<file path="config.mk">
export PLATFORM = sky130hd
export DESIGN_NAME = mem_port_arbiter
export DESIGN_NICKNAME = d
export VERILOG_FILES = /design/src/rtl/mem_port_arbiter.sv
export SDC_FILE = /design/constraint.sdc
export NUM_CORES = 1
export LEC_CHECK = 0
export CORE_AREA = 2 2 193 195
export DETAILED_ROUTE_END_ITERATION = 8
export DIE_AREA = 0 0 195 197
export GPL_TIMING_DRIVEN = 0
export PLACE_DENSITY = 0.56
export SYNTH_ARGS = -nofsm -noshare
export SYNTH_HDL_FRONTEND = slang
export SYNTH_SLANG_ARGS = --single-unit
</file>
<file path="constraint.sdc">
create_clock -name clk -period 2.2 [get_ports clk]
set_clock_uncertainty 0.15 [all_clocks]
set_input_delay 0.44 -clock clk [delete_from_list [all_inputs] [get_ports clk]]
set_output_delay 0.44 -clock clk [all_outputs]
set_load 0.02 [all_outputs]
</file>
<file path="src/rtl/mem_port_arbiter.sv">
// mem_port_arbiter
// Shares one memory port between an instruction-fetch requester and a
// load/store requester. A three-state FSM (IDLE/FETCH/DATA) grants one
// access at a time, waits for mem_ready and abandons the access with
// mem_error after TIMEOUT_CYCLES cycles without mem_ready.
// Optional feature: define MEM_ARB_ROUND_ROBIN_EN to make simultaneous
// requests alternate. Without it, data always wins a tie.
module mem_port_arbiter #(
  parameter int ADDR_WIDTH     = 64,
  parameter int DATA_WIDTH     = 64,
  parameter int TIMEOUT_CYCLES = 16
) (
  input  logic                  clk,
  input  logic                  rst_n,
  input  logic                  fetch_req,
  input  logic [ADDR_WIDTH-1:0] fetch_address,
  output logic                  fetch_grant,
  output logic                  fetch_done,
  output logic [31:0]           fetch_data,
  input  logic                  data_req,
  input  logic                  data_write,
  input  logic [ADDR_WIDTH-1:0] data_address,
  input  logic [DATA_WIDTH-1:0] data_wdata,
  output logic                  data_grant,
  output logic                  data_done,
  output logic [DATA_WIDTH-1:0] data_rdata,
  output logic                  mem_read,
  output logic                  mem_write,
  output logic [ADDR_WIDTH-1:0] mem_address,
  output logic [DATA_WIDTH-1:0] mem_wdata,
  input  logic [DATA_WIDTH-1:0] mem_rdata,
  input  logic                  mem_ready,
  output logic                  mem_error,
  output logic                  busy
);

  typedef enum logic [1:0] {IDLE, FETCH, DATA} state_t;

  // The timeout fires from the last waiting cycle so that done lands
  // exactly TIMEOUT_CYCLES cycles after the grant.
  localparam logic [7:0] LAST_WAIT = 8'(TIMEOUT_CYCLES - 1);

  state_t     state, state_next;
  logic       write_q;
  logic [7:0] wait_cnt;
  logic       pick_fetch, pick_data;
  logic       timeout_hit, access_end;

`ifdef MEM_ARB_ROUND_ROBIN_EN
  // 1 when the most recent grant went to the data requester.
  logic last_data;

  // Round-robin pointer, follows every grant.
  always_ff @(posedge clk or negedge rst_n) begin
    if (!rst_n)          last_data <= 1'b1;
    else if (pick_fetch) last_data <= 1'b0;
    else if (pick_data)  last_data <= 1'b1;
  end
`endif

  // Arbitration: requests are only considered while idle.
  always_comb begin
    // NOTE: every combinational output gets a default first so no path
    // through the block leaves it unassigned and infers a latch.
    pick_fetch = 1'b0;
    pick_data  = 1'b0;
    if (state == IDLE) begin
      if (fetch_req && data_req) begin
`ifdef MEM_ARB_ROUND_ROBIN_EN
        if (last_data) pick_fetch = 1'b1;
        else           pick_data  = 1'b1;
`else
        pick_data = 1'b1;
`endif
      end else if (fetch_req) begin
        pick_fetch = 1'b1;
      end else if (data_req) begin
        pick_data = 1'b1;
      end
    end
  end

  // A ready in the timeout cycle wins over the timeout.
  assign timeout_hit = (state != IDLE) && !mem_ready && (wait_cnt == LAST_WAIT);
  assign access_end  = (state != IDLE) && (mem_ready || timeout_hit);

  // State register; reset asynchronously returns to IDLE mid-access.
  always_ff @(posedge clk or negedge rst_n) begin
    // NOTE: sequential state uses non-blocking assignments so every
    // register samples the pre-edge values regardless of block order.
    if (!rst_n) state <= IDLE;
    else        state <= state_next;
  end

  // Next-state logic.
  always_comb begin
    state_next = state;
    case (state)
      IDLE: begin
        if (pick_fetch)     state_next = FETCH;
        else if (pick_data) state_next = DATA;
      end
      FETCH, DATA: begin
        if (access_end) state_next = IDLE;
      end
      default: state_next = IDLE;
    endcase
  end

  // Memory strobes and busy decode straight from state, so they drop the
  // moment reset forces IDLE.
  always_comb begin
    mem_read  = 1'b0;
    mem_write = 1'b0;
    busy      = 1'b0;
    case (state)
      FETCH: begin
        mem_read = 1'b1;
        busy     = 1'b1;
      end
      DATA: begin
        mem_read  = ~write_q;
        mem_write = write_q;
        busy      = 1'b1;
      end
      default: ;
    endcase
  end

  // Registered pulses, operand capture, wait counter and read results.
  always_ff @(posedge clk or negedge rst_n) begin
    if (!rst_n) begin
      fetch_grant <= 1'b0;
      data_grant  <= 1'b0;
      fetch_done  <= 1'b0;
      data_done   <= 1'b0;
      mem_error   <= 1'b0;
      mem_address <= '0;
      mem_wdata   <= '0;
      write_q     <= 1'b0;
      wait_cnt    <= '0;
      fetch_data  <= '0;
      data_rdata  <= '0;
    end else begin
      fetch_grant <= pick_fetch;
      data_grant  <= pick_data;
      fetch_done  <= access_end && (state == FETCH);
      data_done   <= access_end && (state == DATA);
      mem_error   <= timeout_hit;

      if (pick_fetch) begin
        mem_address <= fetch_address;
        write_q     <= 1'b0;
        wait_cnt    <= '0;
      end else if (pick_data) begin
        mem_address <= data_address;
        mem_wdata   <= data_wdata;
        write_q     <= data_write;
        wait_cnt    <= '0;
      end else if ((state != IDLE) && !access_end) begin
        wait_cnt <= wait_cnt + 8'd1;
      end

      // A timed-out read returns zero; a store never touches data_rdata.
      if ((state == FETCH) && access_end)
        fetch_data <= mem_ready ? mem_rdata[31:0] : '0;
      if ((state == DATA) && access_end && !write_q)
        data_rdata <= mem_ready ? mem_rdata : '0;
    end
  end

endmodule

</file>
## Yosys cells after proc, flatten, opt, wreduce, memory -nomap -nowiden

Index checks and enable logic that the tools add are counted.

| operators by class | value |
|---|---|
| $add $sub $neg | 1 |
| equal/unequal tests | 5 |
| mux-type cells | 23 |
| bitwise gates (word level) | 2 |
| reduce and logical (&&, ||, !) cells | 19 |

Operator list:

| cell | number |
|---|---|
| 64-bit 2-to-1 mux | 3 |
| 32-bit 2-to-1 mux | 1 |
| 8-bit 2-to-1 mux | 3 |
| 1-bit 2-to-1 mux | 11 |
| 8-bit by 1-bit adder with 8-bit output, second input constant | 1 |
| 8-bit by 4-bit equality test with 1-bit output, second input constant | 1 |
| 1-bit logical AND | 8 |
| 2-bit 2-to-1 mux | 3 |
| 2-bit case mux with 2 select lines | 1 |
| 2-bit AND reduction | 2 |
| 2-bit nonzero test | 2 |
| 1-bit zero test | 3 |
| 3-bit != test, second input constant | 1 |
| 3-bit nonzero test | 1 |
| 2-bit by 1-bit equality test with 1-bit output, second input constant | 1 |
| 2-bit equality test, second input constant | 1 |
| 2-bit zero test | 1 |
| 2-bit by 1-bit != test with 1-bit output, second input constant | 1 |
| 1-bit inverter | 2 |
| 1-bit case mux with 2 select lines | 1 |
| 2-bit OR reduction | 1 |
| 1-bit logical OR | 1 |

| word-level totals | value |
|---|---|
| register bits | 240 |
| input bits | 262 |
| output and inout bits | 232 |
| word-level logic and storage cells | 62 |

## Depth between registers and ports, before layout

| depth | value |
|---|---|
| depth in word-level cells | 10 |
| depth in mapped cells | 8 |
| depth with buffers taken out | 5 |

## Worst setup path before layout

Ideal clock, no wire load.

| timing | value |
|---|---|
| path kind | register to register |
| start | register state[0] |
| end | register mem_wdata[59] |
| setup time | 0.125 ns |
| arrival time | 1.581 ns |
| data required time | 1.925 ns |
| slack | 0.344 ns |
| stages on the path, launching flop included | 8 |
| buffers on the path | 3 |
| clock period less this slack | 1.856 ns |
| cell sequence | dfrtp_1 -> inv_1 -> ha_1 -> and2_1 -> buf_2 -> buf_2 -> buf_2 -> mux2_2 |

| on the way | value |
|---|---|
| longest elaborated chain between the ends | 4 |
| elaborated cells between the ends (all ways) | 5 |
| classes of those cells | mux (2); bitwise (1); reduce/logical (2) |

RTL lines:

| what | line | RTL |
|---|---|---|
| start, declared | 43 | `state_t state, state_next;` |
| start signal, assigned | 92 | `else state <= state_next;` |
| 2-bit zero test * | 67 | `if (state == IDLE) begin` |
| 1-bit 2-to-1 mux | 67 |  |
| 1-bit inverter (no line) | - |  |
| 2-bit AND reduction (no line) * | - |  |
| end signal, assigned | 157 | `mem_wdata <= data_wdata;` |
| end, declared | 30 | `output logic [DATA_WIDTH-1:0] mem_wdata,` |

Mark *: on every way between the ends. The rest lies on a longest branch, timed or not.
A chain may end at the register's enable or synchronous reset.

## Worst setup path in the final report

| timing | value |
|---|---|
| start | register state[1] |
| end | output port mem_read |

| on the way | value |
|---|---|
| longest elaborated chain between the ends | 2 |
| elaborated cells between the ends (all ways) | 3 |
| classes of those cells | eq/ne (2); mux (1) |

RTL lines:

| what | line | RTL |
|---|---|---|
| 2-bit equality test or 2-bit by 1-bit equality test with 1-bit output (tied branches) | 116 | `case (state)` |
| 1-bit case mux with 2 select lines * | 116 |  |
| end, declared | 27 | `output logic mem_read,` |

Marked as above.

==> impl_results.md <==
- Flop pwr share: 31.3%
- HP Class: input pin to asynchronous set/reset pin
- Setup TNS: 0 ps
- Via count of the first global-routing pass: 9,056
- EDFF count, synth: 0
- Final setup viols: 0
- RSZ-0062 raised after global routing: true
- Worst-Margin Slew: 618 ps
- Final slew viol count: 0
- Via/cell ratio: 4.63
- Drt first pass iters: 5
- Commonest cells after routing, fill and taps aside: clkdlybuf4s50_1, dfrtp_1, a22oi_1, nand2_1, inv_1
- Post-synthesis cell type count: 46
- Antenna diodes: 0
- Main synth FF type: dfrtp_1
- Slew HR: 58.8%
- GRT overflow: 0
- Max FO, Critical Path: 6
- Final Cell Area: ~17,000 µm²
- Die Y-Extent: 197 µm
- Core area: 36,300 µm²
- Peak Freq: approximately 450 MHz
- Routed wire length: 37.2 mm
- Int Power: around 15 mW
- Delay of the slowest critical-path stage: 430 ps
- Top cells by area, synth: dfrtp_1, a22oi_1, mux2_2, nand2_1, inv_1
- Final Hold Fails: 0
- Clock sinks: 240
- CP startpoint kind: flop
- Largest net degree at the start of global routing: 107
- Detailed-route wire length per cell: 19.3 µm
- Die width: 195 µm
- PwrDens: 1370 nW/µm²
- Warnings, synthesis: 0
- Starting Density: 28.6%
- Root Buffer: clkbuf_16
- Area of the mapped netlist: 10,400 µm²
- Nets: 1,705
- CP max-delay cell: dfrtp_1
- Num rows: 70
- Hpwl dp: 28.0 mm
- Post-synthesis sequential area ratio: 57.9%
- Worst Slack Setup Final: 1.81 ps
- Max Buffers Root-to-Sink: 3
- TritonCTS Buffers: 29
- Total die area: 38,400 µm²
- CTS clock-pin slew for the worst setup and hold paths: 60 ps
- Max VDD drop: 0.615 mV
- Net Sw Frac: between 30% and 40%
- DRT antenna net count: 0
- Share of post-route cells with drive strength above 1: 15.8%
- Pre-CTS setup slack: -490 ps
- Starting DRT DRC Count: 401
- CP endpoint kind: output pin
- Placement Cell Area: 16,000 µm²
- Logic gate share of total power: 47.5%
- # IOs: 494
- Clk Latency, worst-skew pair: 550 ps
- Commonest non-fill, non-tap cell in the layout: clkdlybuf4s50_1
- H-tree levels: 1
- Global Route Usage Sum: 18.7%
- Max-Cap Viols: 0
- Vias: between 8,000 and 9,000
- LEAKAGE: approximately 7.9 nW
- Layout area overhead: 64.9%
- Psw: ~8.9 mW
- GP Congestion: 0.802
- Part of the power in the clock network: 21.3%
- Mapped Avg Cell Area: 11.4 µm²
- Critical path cell sequence: inv_2, ha_4, o21a_1, buf_6
- Synth async-reset ratio: 100%
- Crit path time final: ~2200 ps
- Post-Syn Nets: 1,175
- CP arrival: roughly 1600 ps
- Number of synthesized register bits: 240
- TritonCTS clock tree: done
- First-pass GRT wire length: 55.7 mm
- Synth top area share: 57.9%
- Status: finished clean
- Critical Path RT: 1610 ps
- WS Path Type: flop to output pin
- IO buf count: approximately 490
- Tcrit/Tclk final: 99.9%
- Initial antenna violation count: 3
- DRC: 0
- Fillers: 3,415
- Biggest area consumer among synthesized cells: dfrtp_1
- Synth Instances: 909
[Yosys cell counts (2+ instances only)]
cell type / count
dfrtp_1: 240
a22oi_1: 150
nand2_1: 134
inv_1: 100
mux2_2: 64
o21ai_1: 46
o21ai_2: 40
buf_2: 16
clkbuf_1: 16
o21ai_0: 14
buf_4: 12
a22oi_2: 10
buf_6: 10
a21oi_1: 4
buf_12: 4
clkbuf_2: 4
ha_1: 4
mux2i_1: 3
and2_1: 2
and3_1: 2
and3b_1: 2
nand2b_1: 2
nor2_1: 2
nor2b_1: 2
nor3b_1: 2
o21a_1: 2
o31ai_1: 2
or4_1: 2
[sequential cells by signal, summed over array words and instances (netlist names)]
register / cells
write_q: 1
mem_address: 64
data_rdata: 64
fetch_grant: 1
data_done: 1
state: 2
fetch_data: 32
data_grant: 1
wait_cnt: 8
mem_error: 1
mem_wdata: 64
fetch_done: 1
[area by class of cell]
| type | count | area [µm²] | area share, % |
|---|---|---|---|
| clock inverters | 15 | 196 | 1.15 |
| repair buffers | 499 | 5090 | 29.8 |
| inverters | 100 | 375 | 2.19 |
| flip-flops and latches | 240 | 6010 | 35.1 |
| multi-input cells | 506 | 3580 | 20.9 |
| well taps | 468 | 586 | 3.42 |
| clock buffers | 38 | 800 | 4.67 |
| plain buffers | 63 | 467 | 2.73 |
[what timing repair did]
item | CTS | global route
resized for setup | 45 | 53
gates cloned | 0 | 0
endpoints found under the setup margin | 120 | 164
setup buffers | 1 | 2
hold endpoints to repair | 35 | 0
hold buffers | 1 | 0
pin swaps | 0 | 0
[per-layer routing]
metal	track usage, %	share of wire [%]
met3	5.03	7.6
met5	0	0.067
met2	33.6	51
met1	22.7	40
met4	3.36	1.4
[final timing paths]
| path | from | endpoint | slack [ps] | depth (start not counted) |
|---|---|---|---|---|
| setup / recovery | state[1]$_DFFE_PN0P_ | mem_read | 2 | 4 |
| hold / removal | rst_n | data_rdata[45]$_DFFE_PN0P_ | 210 | 2 |
| setup reg to reg | state[1]$_DFFE_PN0P_ | mem_address[8]$_DFFE_PN0P_ | 60 | 8 |
| hold reg to reg | mem_address[63]$_DFFE_PN0P_ | mem_address[63]$_DFFE_PN0P_ | 320 | 2 |
| max in group asynchronous | rst_n | mem_address[0]$_DFFE_PN0P_ | 370 | 4 |
| min in group clk | mem_address[63]$_DFFE_PN0P_ | mem_address[63]$_DFFE_PN0P_ | 320 | 2 |
[per-stage QoR]
step | cells | power, mW | hold slack [ps] | util, %
floorplan | 909 | 13.1 | -5.59 | -
global placement | 1870 | 18.7 | 310 | 43.8
detailed placement | 1872 | 18.8 | 179 | 44.0
CTS | 1927 | 23.8 | 180 | 46.7
global route | 1929 | 24.9 | 206 | 47.2
finish | 1929 | 23.5 | 215 | 47.2
[worst max-delay path: cells and delay by family (launching register included)]
family | cells | cell delay, ps
adder cells (fa/ha/maj) | 1 | 290
buffers and inverters | 2 | 220
flip-flops | 1 | 430
AO/OA/AOI/OAI | 1 | 130
[cells by family (layout without fill, tap and decap cells)]
group           count (synthesis)  count (layout)  synth area share (%)
fa+ha+maj                       4               4                 0.483
compound gates                276             276                  19.5
simple gates                  159             159                  6.88
buf+inv                       163             715                  7.96
flops                         240             240                  57.9
mux                            67              67                  7.24
[power by group through the flow]
| stage | Clock (mW) | Sequential, mW | Combinational, mW |
|---|---|---|---|
| after floorplan | 0 | 9.48 | 3.62 |
| after global placement | 0 | 7.36 | 11.3 |
| after detailed placement | 0 | 7.40 | 11.4 |
| after CTS | 5.18 | 7.36 | 11.3 |
| after global routing | 5.36 | 7.60 | 11.9 |
| final | 4.99 | 7.34 | 11.1 |
Note: power is estimated with default switching activity, not from simulation.
